## config.mk

```make
export PLATFORM = sky130hd
export DESIGN_NAME = johnson_phase_decoder
export DESIGN_NICKNAME = d
export VERILOG_FILES = /design/src/rtl/johnson_phase_decoder.sv
export SDC_FILE = /design/constraint.sdc
export NUM_CORES = 1
export LEC_CHECK = 0
export CORE_UTILIZATION = 45
export DETAILED_ROUTE_END_ITERATION = 6
export DONT_BUFFER_PORTS = 1
export PLACE_DENSITY_LB_ADDON = 0.2
export SYNTH_ARGS = -nofsm -noshare
export SYNTH_HDL_FRONTEND = slang
export SYNTH_SLANG_ARGS = --single-unit
```

## constraint.sdc

```tcl
create_clock -name Clock -period 3.1 [get_ports Clock]
set_input_delay 0.465 -clock Clock [delete_from_list [all_inputs] [get_ports Clock]]
set_output_delay 0.465 -clock Clock [all_outputs]
set_load 0.01 [all_outputs]
```

## src/rtl/johnson_phase_decoder.sv

```systemverilog
// Johnson code decoder: binary phase, one-hot phase, sequence checking
// and revolution counting for a WIDTH-bit Johnson counter output.
module johnson_phase_decoder #(
  parameter int WIDTH = 4,
  parameter int PW    = $clog2(2*WIDTH),
  parameter int CW    = 8
) (
  input  logic                 Clock,
  input  logic                 Reset,
  input  logic [WIDTH-1:0]     Count_in,
  input  logic                 Error_clear,
  output logic [PW-1:0]        Phase_out,
  output logic [2*WIDTH-1:0]   Onehot_out,
  output logic                 Valid_out,
  output logic                 Seq_error,
  output logic                 Error_sticky,
  output logic                 Wrap_pulse,
  output logic [CW-1:0]        Wrap_count
);

  localparam int NS = 2*WIDTH;
  localparam logic [0:0] ACQUIRE = 1'b0;
  localparam logic [0:0] LOCKED  = 1'b1;
  localparam logic [PW-1:0] LAST = PW'(NS-1);

  logic [0:0]    state_q, state_d;
  logic [PW-1:0] phase_q, phase_d;
  logic [NS-1:0] onehot_q, onehot_d;
  logic          err_q, err_d;
  logic          sticky_q, sticky_d;
  logic          wrap_q, wrap_d;
  logic [CW-1:0] wcnt_q, wcnt_d;

  logic          code_ok;
  logic [PW-1:0] code_ph;
  logic [PW-1:0] succ;
  logic          is_hold;
  logic          is_step;
  logic [NS-1:0] oh_new;

  // Phase k<=N: low k bits set; phase N+k: high N-k bits set.
  function automatic logic [WIDTH-1:0] pattern(input int k);
    logic [WIDTH-1:0] ones;
    ones = '1;
    if (k <= WIDTH) return ~(ones << k);
    return ones << (k - WIDTH);
  endfunction

  always_comb begin
    code_ok = 1'b0;
    code_ph = '0;
    for (int k = 0; k < NS; k++) begin
      if (Count_in == pattern(k)) begin
        code_ok = 1'b1;
        code_ph = PW'(k);
      end
    end
  end

  always_comb begin
    succ    = (phase_q == LAST) ? '0
                                : phase_q + PW'(1);
    is_hold = code_ok && (code_ph == phase_q);
    is_step = code_ok && (code_ph == succ);
    oh_new  = NS'(1) << code_ph;
  end

  always_comb begin
    state_d  = state_q;
    phase_d  = phase_q;
    onehot_d = onehot_q;
    err_d    = 1'b0;
    wrap_d   = 1'b0;
    wcnt_d   = wcnt_q;
    if (state_q == ACQUIRE) begin
      if (code_ok) begin
        state_d  = LOCKED;
        phase_d  = code_ph;
        onehot_d = oh_new;
      end else begin
        err_d    = 1'b1;
        onehot_d = '0;
      end
    end else begin
      unique case (1'b1)
        is_hold: begin
          phase_d = phase_q;
        end
        is_step: begin
          phase_d  = code_ph;
          onehot_d = oh_new;
          if (phase_q == LAST) begin
            wrap_d = 1'b1;
            wcnt_d = wcnt_q + CW'(1);
          end
        end
        default: begin
          err_d    = 1'b1;
          state_d  = ACQUIRE;
          onehot_d = '0;
        end
      endcase
    end
    // A new error outranks a simultaneous clear.
    if (err_d)            sticky_d = 1'b1;
    else if (Error_clear) sticky_d = 1'b0;
    else                  sticky_d = sticky_q;
  end

  always_ff @(posedge Clock) begin
    if (Reset) begin
      state_q  <= ACQUIRE;
      phase_q  <= '0;
      onehot_q <= '0;
      err_q    <= 1'b0;
      sticky_q <= 1'b0;
      wrap_q   <= 1'b0;
      wcnt_q   <= '0;
    end else begin
      state_q  <= state_d;
      phase_q  <= phase_d;
      onehot_q <= onehot_d;
      err_q    <= err_d;
      sticky_q <= sticky_d;
      wrap_q   <= wrap_d;
      wcnt_q   <= wcnt_d;
    end
  end

  assign Phase_out    = phase_q;
  assign Onehot_out   = onehot_q;
  assign Valid_out    = (state_q == LOCKED);
  assign Seq_error    = err_q;
  assign Error_sticky = sticky_q;
  assign Wrap_pulse   = wrap_q;
  assign Wrap_count   = wcnt_q;

endmodule

```

# Yosys cells after proc, flatten, opt, wreduce, memory -nomap -nowiden
# Index checks and enable logic that the tools add are counted.
[word_totals] reg_bits=23 inputBits=7 output_inout_bits=23 wordCells=64
[classes] add_sub_neg=2 n_eq_ne=12 n_shift=1 mux=31 bitwise=2 n_reduce_logical=9
[op_table] cell="$mux W3" count=9
[op_table] cell="$mux W1" count=18
[op_table] cell="$eq A4 B4 Y1 const B" count=4
[op_table] cell="$mux W8" count=2
[op_table] cell="$pmux W8 S2" count=1
[op_table] cell="$add A8 B1 Y8 const B" count=1
[op_table] cell="$shl A1 B3 Y8 const A" count=1
[op_table] cell="$eq A3 B3 Y1" count=2
[op_table] cell="$eq A4 B1 Y1 const B" count=1
[op_table] cell="$eq A4 B2 Y1 const B" count=1
[op_table] cell="$eq A4 B3 Y1 const B" count=1
[op_table] cell="$logic_not A4 Y1" count=1
[op_table] cell="$reduce_bool A2 Y1" count=2
[op_table] cell="$add A3 B1 Y3 const B" count=1
[op_table] cell="$eq A3 B3 Y1 const B" count=1
[op_table] cell="$reduce_and A3 Y1" count=1
[op_table] cell="$reduce_or A3 Y1" count=1
[op_table] cell="$logic_and A1 B1 Y1" count=2
[op_table] cell="$mux W2" count=1
[op_table] cell="$ne A2 B1 Y1 const B" count=1
[op_table] cell="$ne A2 B2 Y1 const B" count=1
[op_table] cell="$not A1 Y1" count=2
[op_table] cell="$reduce_and A2 Y1" count=1
[op_table] cell="$reduce_or A2 Y1" count=1

# Depth between registers and ports, before layout
# Gate-level depths: netlist of run 1.
[depth] word_depth=14 depth_mapped=7 ltp_nobuf=7

# Worst setup path before layout of run 1
# OpenSTA, ideal clock, no wires.
[synth_path] path_kind="reg2reg" start="register phase_q[0], in the netlist Phase_out[0]" end="register phase_q[0], in the netlist Phase_out[0]" setup_time_ns=0.123 arrival_ns=2.107 required_ns=2.977 setup_slack_ns=0.870 stages_incl_launch_ff=8 n_path_buf=0 synth_period_minus_slack_ns=2.230 cell_sequence="dfxtp_1 > ha_1 > ha_1 > and4_2 > nor3_4 > o21a_1 > a31oi_2 > mux2_1"
[synth_via] elab_chain_cells=6 word_cells_on_any_way=7 cone_classes="1 x add/sub; 3 x eq/ne; 1 x mux; 2 x reduce/logical"
[synth_rtl] item="start: declaration" line="27" source="logic [PW-1:0] phase_q, phase_d;"
[synth_rtl] item="start signal: assignment" line="121" source="phase_q <= phase_d;"
[synth_rtl] item="$add A3 B1 Y3 or $eq A3 B3 Y1 (tied branches)" line="62, 61"
[synth_rtl] item="$mux W3 (*)" line="61" source="succ = (phase_q == LAST) ? '0"
[synth_rtl] item="$eq A3 B3 Y1 (*)" line="64" source="is_step = code_ok && (code_ph == succ);"
[synth_rtl] item="$logic_and A1 B1 Y1 (*)" line="64"
[synth_rtl] item="$ne A2 B1 Y1 (no source line) (*)"
[synth_rtl] item="$reduce_and A2 Y1 (no source line) (*)"
# Every way passes the cells marked *; elsewhere a longest branch is shown, timed or not.
# A chain may end at the register's enable or synchronous reset.

# Final worst setup path of run 1
# Ends and elaborated chain as after synthesis.

==> results.cfg, run 1 <==
[clocking]
clock_sinks = 23
clk_latency_ns = 0.30
cts_resized = 0
h-tree-depth = 1
path_clk_slew_ns = 0.12
cts_setup_buffers = 0
cts_tree = done
holdBufCountCts = 0
clockBufferDepth = 2
cts-root-buf = clkbuf_4
cts_buffers = 3

[setup_path]
r2r-end = Phase_out[0]$_SDFFE_PP0P_
worstRegToRegCells = 7
cp-end-kind = flip-flop
rrSetupSlack_ns = 0.62
crit_type = reg2reg
startpoint = Phase_out[0]$_SDFFE_PP0P_
critPathArrivalTime_ns = 2.69
start_kind = flip-flop
crit_required_ns = 3.30
reg2reg_from = Phase_out[0]$_SDFFE_PP0P_
worst-path-max-fanout = 11

[timing]
fin_crit_sh_pct = 80.13
fmax_ghz = 0.4026
grt_setup_unrepaired = no
timing.hold.ws_ns = 0.2156
slew_headroom_pct = 68.22
setup_viol = 0
tightest_slew_ns = 0.4751
finClkSkew_ns = 0.002106
maxSlewViolCount = 0
post-route-min-period_ns = 2.484
finalSetupTns_ns = 0
hold_violations = 0
layout_setup_ws_ns = 0.6160

[run]
maxCapViolations = 0

[route]
drtPass1Iterations = 6
vias_per_cell = 6.263
wirelength_mm = 2.999
drt_iter0_drc = 98
antenna_left = 0
drc_errors = 4
avgRoutedWirePerCell_um = 17.14
vias = 1096

[floorplanning]
fp.dieArea_um2 = 3217
row_count = 19
die_h_um = 56.72
pin_count = 30
die_x_um = 56.72
start_util_pct = 48.04
fp.coreArea_um2 = 2805

[placement]
gp_congestion = 0.8869
place_ws_ns = 0.6665
hpwlAfterDp_mm = 2.240
port_buffers = 0

[final_layout]
final_cell_mix = 23 x dfxtp_1, 15 x nor2_1, 7 x o21ai_0, 7 x a21oi_1, 7 x nand2_1
layout.nets = 155
area.growth.synth_to_final_pct = 1.857
num-fill-cells = 267
layout_commonest_cell = dfxtp_1
antennaDiodeCount = 0
layout-drive-gt1-share_pct = 14.58
seq_area_um2 = 460.4
multi_input_area_um2 = 827.0
finish.utilization_pct = 48.93

[logic_synthesis]
ys_seq_area_share_pct = 34.17
synth_ff_type = dfxtp_1
synth_area_um2 = 1348
synth_cell_types = 52
synth_top_area_share_pct = 34.17
ys_ff_latch = 23
synth_edf_count = 0
synth.area.top_cells = dfxtp_1 34%, nor2_1 4.2%, xnor2_1 3.9%
synthArstFlopShare_pct = 0
syn_nets = 157
yosys_warnings = 0
synth_cells = 147
yosysTopAreaCell = dfxtp_1
syn_area_per_cell_um2 = 9.167

[global_routing]
track_usage_pct = 19.74
grt-ovfl-total = 0
grt_first_pass_wirelength_mm = 4.954
grt_max_degree = 21
antenna_found_initial = 0
grt_pass1_vias = 1045

[power]
power_uw = 578.0
power.density_nw_per_um2 = 421.1
leakagePower_nw = 0.4952
vdd.ir_drop.worst_v = 0.0002655

[status]
outcome = finished with violations
violations = design-rule violations

[min_path]
min_path_type = in2reg
worstHoldStart = Reset
hold_depth = 1
worst_hold_path.endpoint = Wrap_count[4]$_SDFFE_PP0P_
[kinds of logic (layout without fill, tap and decap cells)]
kind of cell,after synthesis,count (layout),synth area share [%]
AND/OR/NAND/NOR,61,61,27.30
AO/OA/AOI/OAI,40,40,25.07
flip-flops,23,23,34.17
buffers and inverters,11,8,4.456
XOR/XNOR,7,7,4.550
adder cells (fa/ha/maj),3,3,2.786
multiplexers,2,2,1.671
[flip-flops by register name, indices dropped and copies added (netlist names)]
name and flops:
Seq_error 1, Phase_out 3, Wrap_pulse 1, Error_sticky 1, Valid_out 1, Onehot_out 8
Wrap_count 8
[report_power, final]
group / total [mW] / internal (mW) / switching [mW] / leakage, nW
logic: 0.119 / 0.0500 / 0.0692 / 0.291
clock network: 0.133 / 0.0481 / 0.0847 / 0.0177
registers: 0.326 / 0.308 / 0.0179 / 0.187
[per-stage QoR]
step | cells | cell area [um^2]
6_report | 175 | 1373
5_1_grt | 175 | 1373
4_1_cts | 175 | 1373
3_5_place_dp | 171 | 1345
3_3_place_gp | 171 | 1345
2_1_floorplan | 147 | 1348
[critical path, stage by stage, from the launching register on]
cell and delay, ns:
dfxtp_1 0.45, ha_1 0.26, ha_1 0.27, o21ai_0 0.37, o32ai_1 0.17, a21oi_1 0.32, a31oi_2 0.21, mux2_1 0.34
[layout make-up]
cell class,instances,share of cell area (%)
inverters,3,0.8204
well taps,31,2.826
clock inverters,1,0.3646
multi-input cells,113,60.26
clock buffers,3,1.641
flip-flops and latches,23,33.55
repair buffers,1,0.5469
[worst max path at each step]
stage / end / slack [ns] / cells after the start
after floorplan: Phase_out[0]$_SDFFE_PP0P_ / 0.87 / 7
after global placement: Phase_out[0]$_SDFFE_PP0P_ / 0.72 / 7
after detailed placement: Phase_out[0]$_SDFFE_PP0P_ / 0.67 / 7
after CTS: Phase_out[0]$_SDFFE_PP0P_ / 0.65 / 7
after global routing: Onehot_out[2]$_SDFFE_PP0P_ / 0.46 / 7
final: Phase_out[0]$_SDFFE_PP0P_ / 0.62 / 7
[synthesized netlist by cell type (all sizes together), types with 4 or more instances]
master / number
nand2: 7
nand3b: 4
nor4: 4
xnor2: 6
nor3: 5
buf: 6
nor2: 16
o21ai: 8
o2bb2ai: 4
dfxtp: 23
a21oi: 7
nand2b: 5
[layer usage]
layer	routed length, um	GRT usage, %	vias to the layer above	share of wire [%]
li1	-	-	546	-
met1	1311	26.70	513	44
met2	1435	30.10	33	48
met3	215	4.147	4	7.2
met4	37	8.571	0	1.2
met5	0	0	-	0
Note: power is estimated with default switching activity, not from simulation.
==> inputs of run 2 (changes only) <==
clock period = 2.35 ns   (was 3.1 ns; I/O delays follow)
==> run 2 against run 1 <==
Net effect: the run still ends with design-rule violations left; fmax rose by 10%; sequential share of layout area fell by 1.3 points; critical path depth did not move; non-clock buffer count rose by 6; via count rose by 3.6%; critical endpoint is now Onehot_out[3]$_SDFFE_PP0P_.
==> results.cfg, run 2 (synthesis results as in run 1) <==
[final_layout]
num-fill-cells = 265
layout.nets = 161
final_cell_mix = 23 x dfxtp_1, 15 x nor2_1, 7 x a21oi_1, 7 x nand2_1, 7 x buf_4
layout_commonest_cell = dfxtp_1
fin_area_um2 = 1429
area.growth.synth_to_final_pct = 6.035
layout-drive-gt1-share_pct = 18.00
finish.utilization_pct = 50.94
antennaDiodeCount = 0

[power]
clkPwrFrac_pct = 23.1
power_switching_uw = 236.7
leakagePower_nw = 0.5234
p_sw_share_pct = 29.98
p_comb_share_pct = 23.3
vdd.ir_drop.worst_v = 0.0003751
cell_internal_pwr_uw = 553.0
p_seq_share_pct = 53.6
power.density_nw_per_um2 = 552.7

[placement]
hpwlAfterDp_mm = 2.254
dpl_cell_area_um2 = 1383
gp_congestion = 0.8857
port_buffers = 0

[timing]
post-route-min-period_ns = 2.248
fmax_ghz = 0.4448
timing.hold.ws_ns = 0.09642
fin_crit_sh_pct = 95.66
slew_headroom_pct = 68.98
hold_violations = 0
maxSlewViolCount = 0
tightest_slew_ns = 0.4620
setup_viol = 0
grt_setup_unrepaired = no
finClkSkew_ns = 0.0009377
finalSetupTns_ns = 0

[floorplanning]
fp.dieArea_um2 = 3217
die_x_um = 56.72
row_count = 19
fp.coreArea_um2 = 2805
die_h_um = 56.72
pin_count = 30
start_util_pct = 48.04

[route]
vias_per_cell = 6.271
vias = 1135
drt_iter0_drc = 67
drtPass1Iterations = 6
avgRoutedWirePerCell_um = 16.54
drc_errors = 4
wirelength_mm = 2.993
antenna_left = 0

[min_path]
hold_depth = 1
min_path_type = in2reg

[clocking]
path_clk_slew_ns = 0.12
clockBufferDepth = 2
clk_latency_ns = 0.30
cts_buffers = 3
clock_sinks = 23
h-tree-depth = 1
cts-root-buf = clkbuf_4
cts_tree = done

[setup_path]
cpPeakStageDelay_ns = 0.44
crit_type = reg2reg
crit_top_cell = ha_1
crit_required_ns = 2.60
start_kind = flip-flop
worstRegToRegCells = 7
worst-path-max-fanout = 4
cp-end-kind = flip-flop
crit_chain = ha_1, ha_1, nand2_1, o221a_2, o41ai_4, nand4_1, o2bb2ai_1
critPathSlowestCell = o41ai_4
critPathArrivalTime_ns = 2.49

[status]
violations = design-rule violations
outcome = finished with violations

[global_routing]
grt_pass1_vias = 1076
grt_first_pass_wirelength_mm = 5.050
track_usage_pct = 20.10
antenna_found_initial = 0
grt_max_degree = 21
grt-ovfl-total = 0

[run]
maxCapViolations = 0
## run 2: through the flow
step	instances	power [mW]	worst slack, ns
after floorplan	147	0.5778	0.1201
after global placement	176	0.6051	0.2253
after detailed placement	176	0.6086	0.1161
after CTS	180	0.7913	0.09679
after global routing	181	0.8334	0.009582
final	181	0.7897	0.1020
## run 2: path summary, 6_finish.rpt
check / start / to / slack, ns
max: Phase_out[0]$_SDFFE_PP0P_ / Onehot_out[3]$_SDFFE_PP0P_ / 0.10
min: Reset / Wrap_count[1]$_SDFFE_PP0P_ / 0.1
max reg2reg: Phase_out[0]$_SDFFE_PP0P_ / Onehot_out[3]$_SDFFE_PP0P_ / 0.10
min reg2reg: Onehot_out[1]$_SDFFE_PP0P_ / Onehot_out[1]$_SDFFE_PP0P_ / 0.52
## run 2: what timing repair did
| item | in CTS | in global routing |
|---|---|---|
| hold buffers | 0 | 0 |
| resized for setup | 0 | 2 |
| setup endpoints to repair | 0 | 6 |
| setup buffers | 0 | 1 |
## run 2: worst max-delay path: cells and delay by family, from the launching register on
family | cells | cell delay [ns]
adder cells (fa/ha/maj) | 2 | 0.58
flip-flops | 1 | 0.34
AND/OR/NAND/NOR | 2 | 0.32
AO/OA/AOI/OAI | 3 | 0.95
## run 2: power by group through the flow
stage	Combinational [mW]	Sequential (mW)	Clock, mW
5_1_grt	0.199	0.426	0.208
3_3_place_gp	0.173	0.433	0
2_1_floorplan	0.143	0.435	0
4_1_cts	0.177	0.424	0.190
6_report	0.184	0.424	0.182
3_5_place_dp	0.176	0.433	0
## run 2: metal layers
layer / part of all wire (%) / routed length [um] / GRT usage, %
met1: 47 / 1417 / 28.06
met2: 47 / 1407 / 31.46
met3: 4.7 / 141 / 2.765
met4: 0.87 / 26 / 7.143
met5: 0 / 0 / 0
## run 2: cell type report
type	count	area [um^2]	share of cell area, %
Clock buffer	3	22.52	1.576
Clock inverter	1	7.507	0.5254
Inverter	3	11.26	0.7881
Multi-Input combinational cell	113	835.8	58.49
Sequential cell	23	460.4	32.22
Tap cell	31	38.79	2.715
Timing Repair Buffer	7	52.55	3.678
==> inputs of run 3 (changes only) <==
CELL_PAD_IN_SITES_DETAIL_PLACEMENT = 0   (was not set)
CELL_PAD_IN_SITES_GLOBAL_PLACEMENT = 1   (was not set)
==> run 3 against run 2 <==
Net effect: the run still ends with design-rule violations left; non-clock buffer count up 2; flip-flop and latch count stayed put; clock skew about the same; die area stayed put; total power grew 0.11%; core utilization is 0.22 points higher; cell count is 1.1% higher.
==> results.cfg, run 3 (synthesis results as in run 1) <==
[setup_path]
critPathArrivalTime_ns = 2.43
r2r-end = Onehot_out[0]$_SDFFE_PP0P_
cp-end-kind = flip-flop
worstRegToRegCells = 8
crit_type = reg2reg
reg2reg_from = Phase_out[0]$_SDFFE_PP0P_
crit_required_ns = 2.56
start_kind = flip-flop
rrSetupSlack_ns = 0.13
crit_chain = ha_1, ha_2, o21ai_0, o32ai_1, a21oi_1, a31oi_2, buf_4, a32o_1
worst-path-max-fanout = 8
critPathSlowestCell = dfxtp_1
cpPeakStageDelay_ns = 0.35

[clocking]
clockBufferDepth = 2
cts_buffers = 3
clock_sinks = 23
cts_tree = done
cts-root-buf = clkbuf_4
clk_latency_ns = 0.30
h-tree-depth = 1
path_clk_slew_ns = 0.12

[global_routing]
grt_pass1_vias = 1072
antenna_found_initial = 0
track_usage_pct = 20.45
grt-ovfl-total = 0
grt_max_degree = 21
grt_first_pass_wirelength_mm = 5.175

[route]
drc_errors = 4
vias = 1126
wirelength_mm = 3.044
drt_iter0_drc = 55
drtPass1Iterations = 6
avgRoutedWirePerCell_um = 16.63
vias_per_cell = 6.153
antenna_left = 0

[timing]
slew_headroom_pct = 70.39
setup_viol = 0
tightest_slew_ns = 0.4409
maxSlewViolCount = 0
timing.hold.ws_ns = 0.09723
fmax_ghz = 0.4504
finalSetupTns_ns = 0
fin_crit_sh_pct = 94.48
hold_violations = 0
grt_setup_unrepaired = no
finClkSkew_ns = 0.001190
post-route-min-period_ns = 2.220

[placement]
hpwlAfterDp_mm = 2.210
gp_congestion = 0.8461
dp_cells = 176
port_buffers = 0

[final_layout]
area.growth.synth_to_final_pct = 6.500
layout.nets = 163
layout_commonest_cell = dfxtp_1
final_cells = 183
final_cell_mix = 23 x dfxtp_1, 15 x nor2_1, 9 x buf_4
layout-drive-gt1-share_pct = 19.74
antennaDiodeCount = 0

[floorplanning]
die_x_um = 56.72
start_util_pct = 48.04
row_count = 19
fp.coreArea_um2 = 2805
die_h_um = 56.72
pin_count = 30
fp.dieArea_um2 = 3217

[run]
maxCapViolations = 0

[status]
outcome = finished with violations
violations = design-rule violations

[power]
power.density_nw_per_um2 = 550.9
vdd.ir_drop.worst_v = 0.0003065
leakagePower_nw = 0.5327
power_uw = 790.6

[min_path]
worstHoldStart = Reset
hold_depth = 1
worst_hold_path.endpoint = Wrap_count[4]$_SDFFE_PP0P_
min_path_type = in2reg
-- run 3: how the worst max path moves through the flow --
stage / start / slack [ns] / to / cells past startpoint
global route: Phase_out[0]$_SDFFE_PP0P_ / 0.04 / Phase_out[0]$_SDFFE_PP0P_ / 7
floorplan: Phase_out[0]$_SDFFE_PP0P_ / 0.12 / Phase_out[0]$_SDFFE_PP0P_ / 7
finish: Phase_out[0]$_SDFFE_PP0P_ / 0.13 / Onehot_out[0]$_SDFFE_PP0P_ / 8
detailed placement: Phase_out[0]$_SDFFE_PP0P_ / 0.05 / Phase_out[0]$_SDFFE_PP0P_ / 7
CTS: Phase_out[0]$_SDFFE_PP0P_ / 0.03 / Phase_out[0]$_SDFFE_PP0P_ / 7
global placement: Phase_out[0]$_SDFFE_PP0P_ / 0.16 / Phase_out[0]$_SDFFE_PP0P_ / 7
-- run 3: layer usage --
metal | track usage, % | wire length [um] | up-vias
li1 | - | - | 560
met1 | 27.34 | 1400 | 534
met2 | 33.84 | 1445 | 30
met3 | 4.147 | 184 | 2
met4 | 4.286 | 13 | 0
met5 | 0 | 0 | -
-- run 3: power breakdown --
part | internal, mW | switching, mW | leakage [nW]
registers | 0.407 | 0.0140 | 0.187
logic | 0.0872 | 0.103 | 0.328
clock network | 0.0634 | 0.116 | 0.0177
-- run 3: what timing repair did --
action	CTS	global route
endpoints found under the setup margin	0	8
gates resized for setup	0	1
setup buffers	0	3
hold buffers	0	0
-- run 3: area by class of cell --
cell class | count | area [um^2]
Timing Repair Buffer | 9 | 67.56
Inverter | 3 | 11.26
Clock inverter | 1 | 5.005
Multi-Input combinational cell | 113 | 829.5
Clock buffer | 3 | 22.52
Fill cell | 286 | 1370
Tap cell | 31 | 38.79
Sequential cell | 23 | 460.4
-- run 3: stage by stage --
| stage | setup slack, ns | utilization (%) | cell area, um^2 |
|---|---|---|---|
| after floorplan | 0.1201 | - | 1348 |
| after global placement | 0.1619 | 49.29 | 1383 |
| after detailed placement | 0.04751 | 49.29 | 1383 |
| after CTS | 0.03151 | 50.27 | 1410 |
| after global routing | 0.04314 | 51.16 | 1435 |
| final | 0.1296 | 51.16 | 1435 |
-- run 3: worst max-delay path, delay by kind of cell (launching register included) --
kind / cells / cell delay (ns)
adder cells (fa/ha/maj): 2 / 0.43
AO/OA/AOI/OAI: 5 / 1.17
buffers and inverters: 1 / 0.17
flip-flops: 1 / 0.35
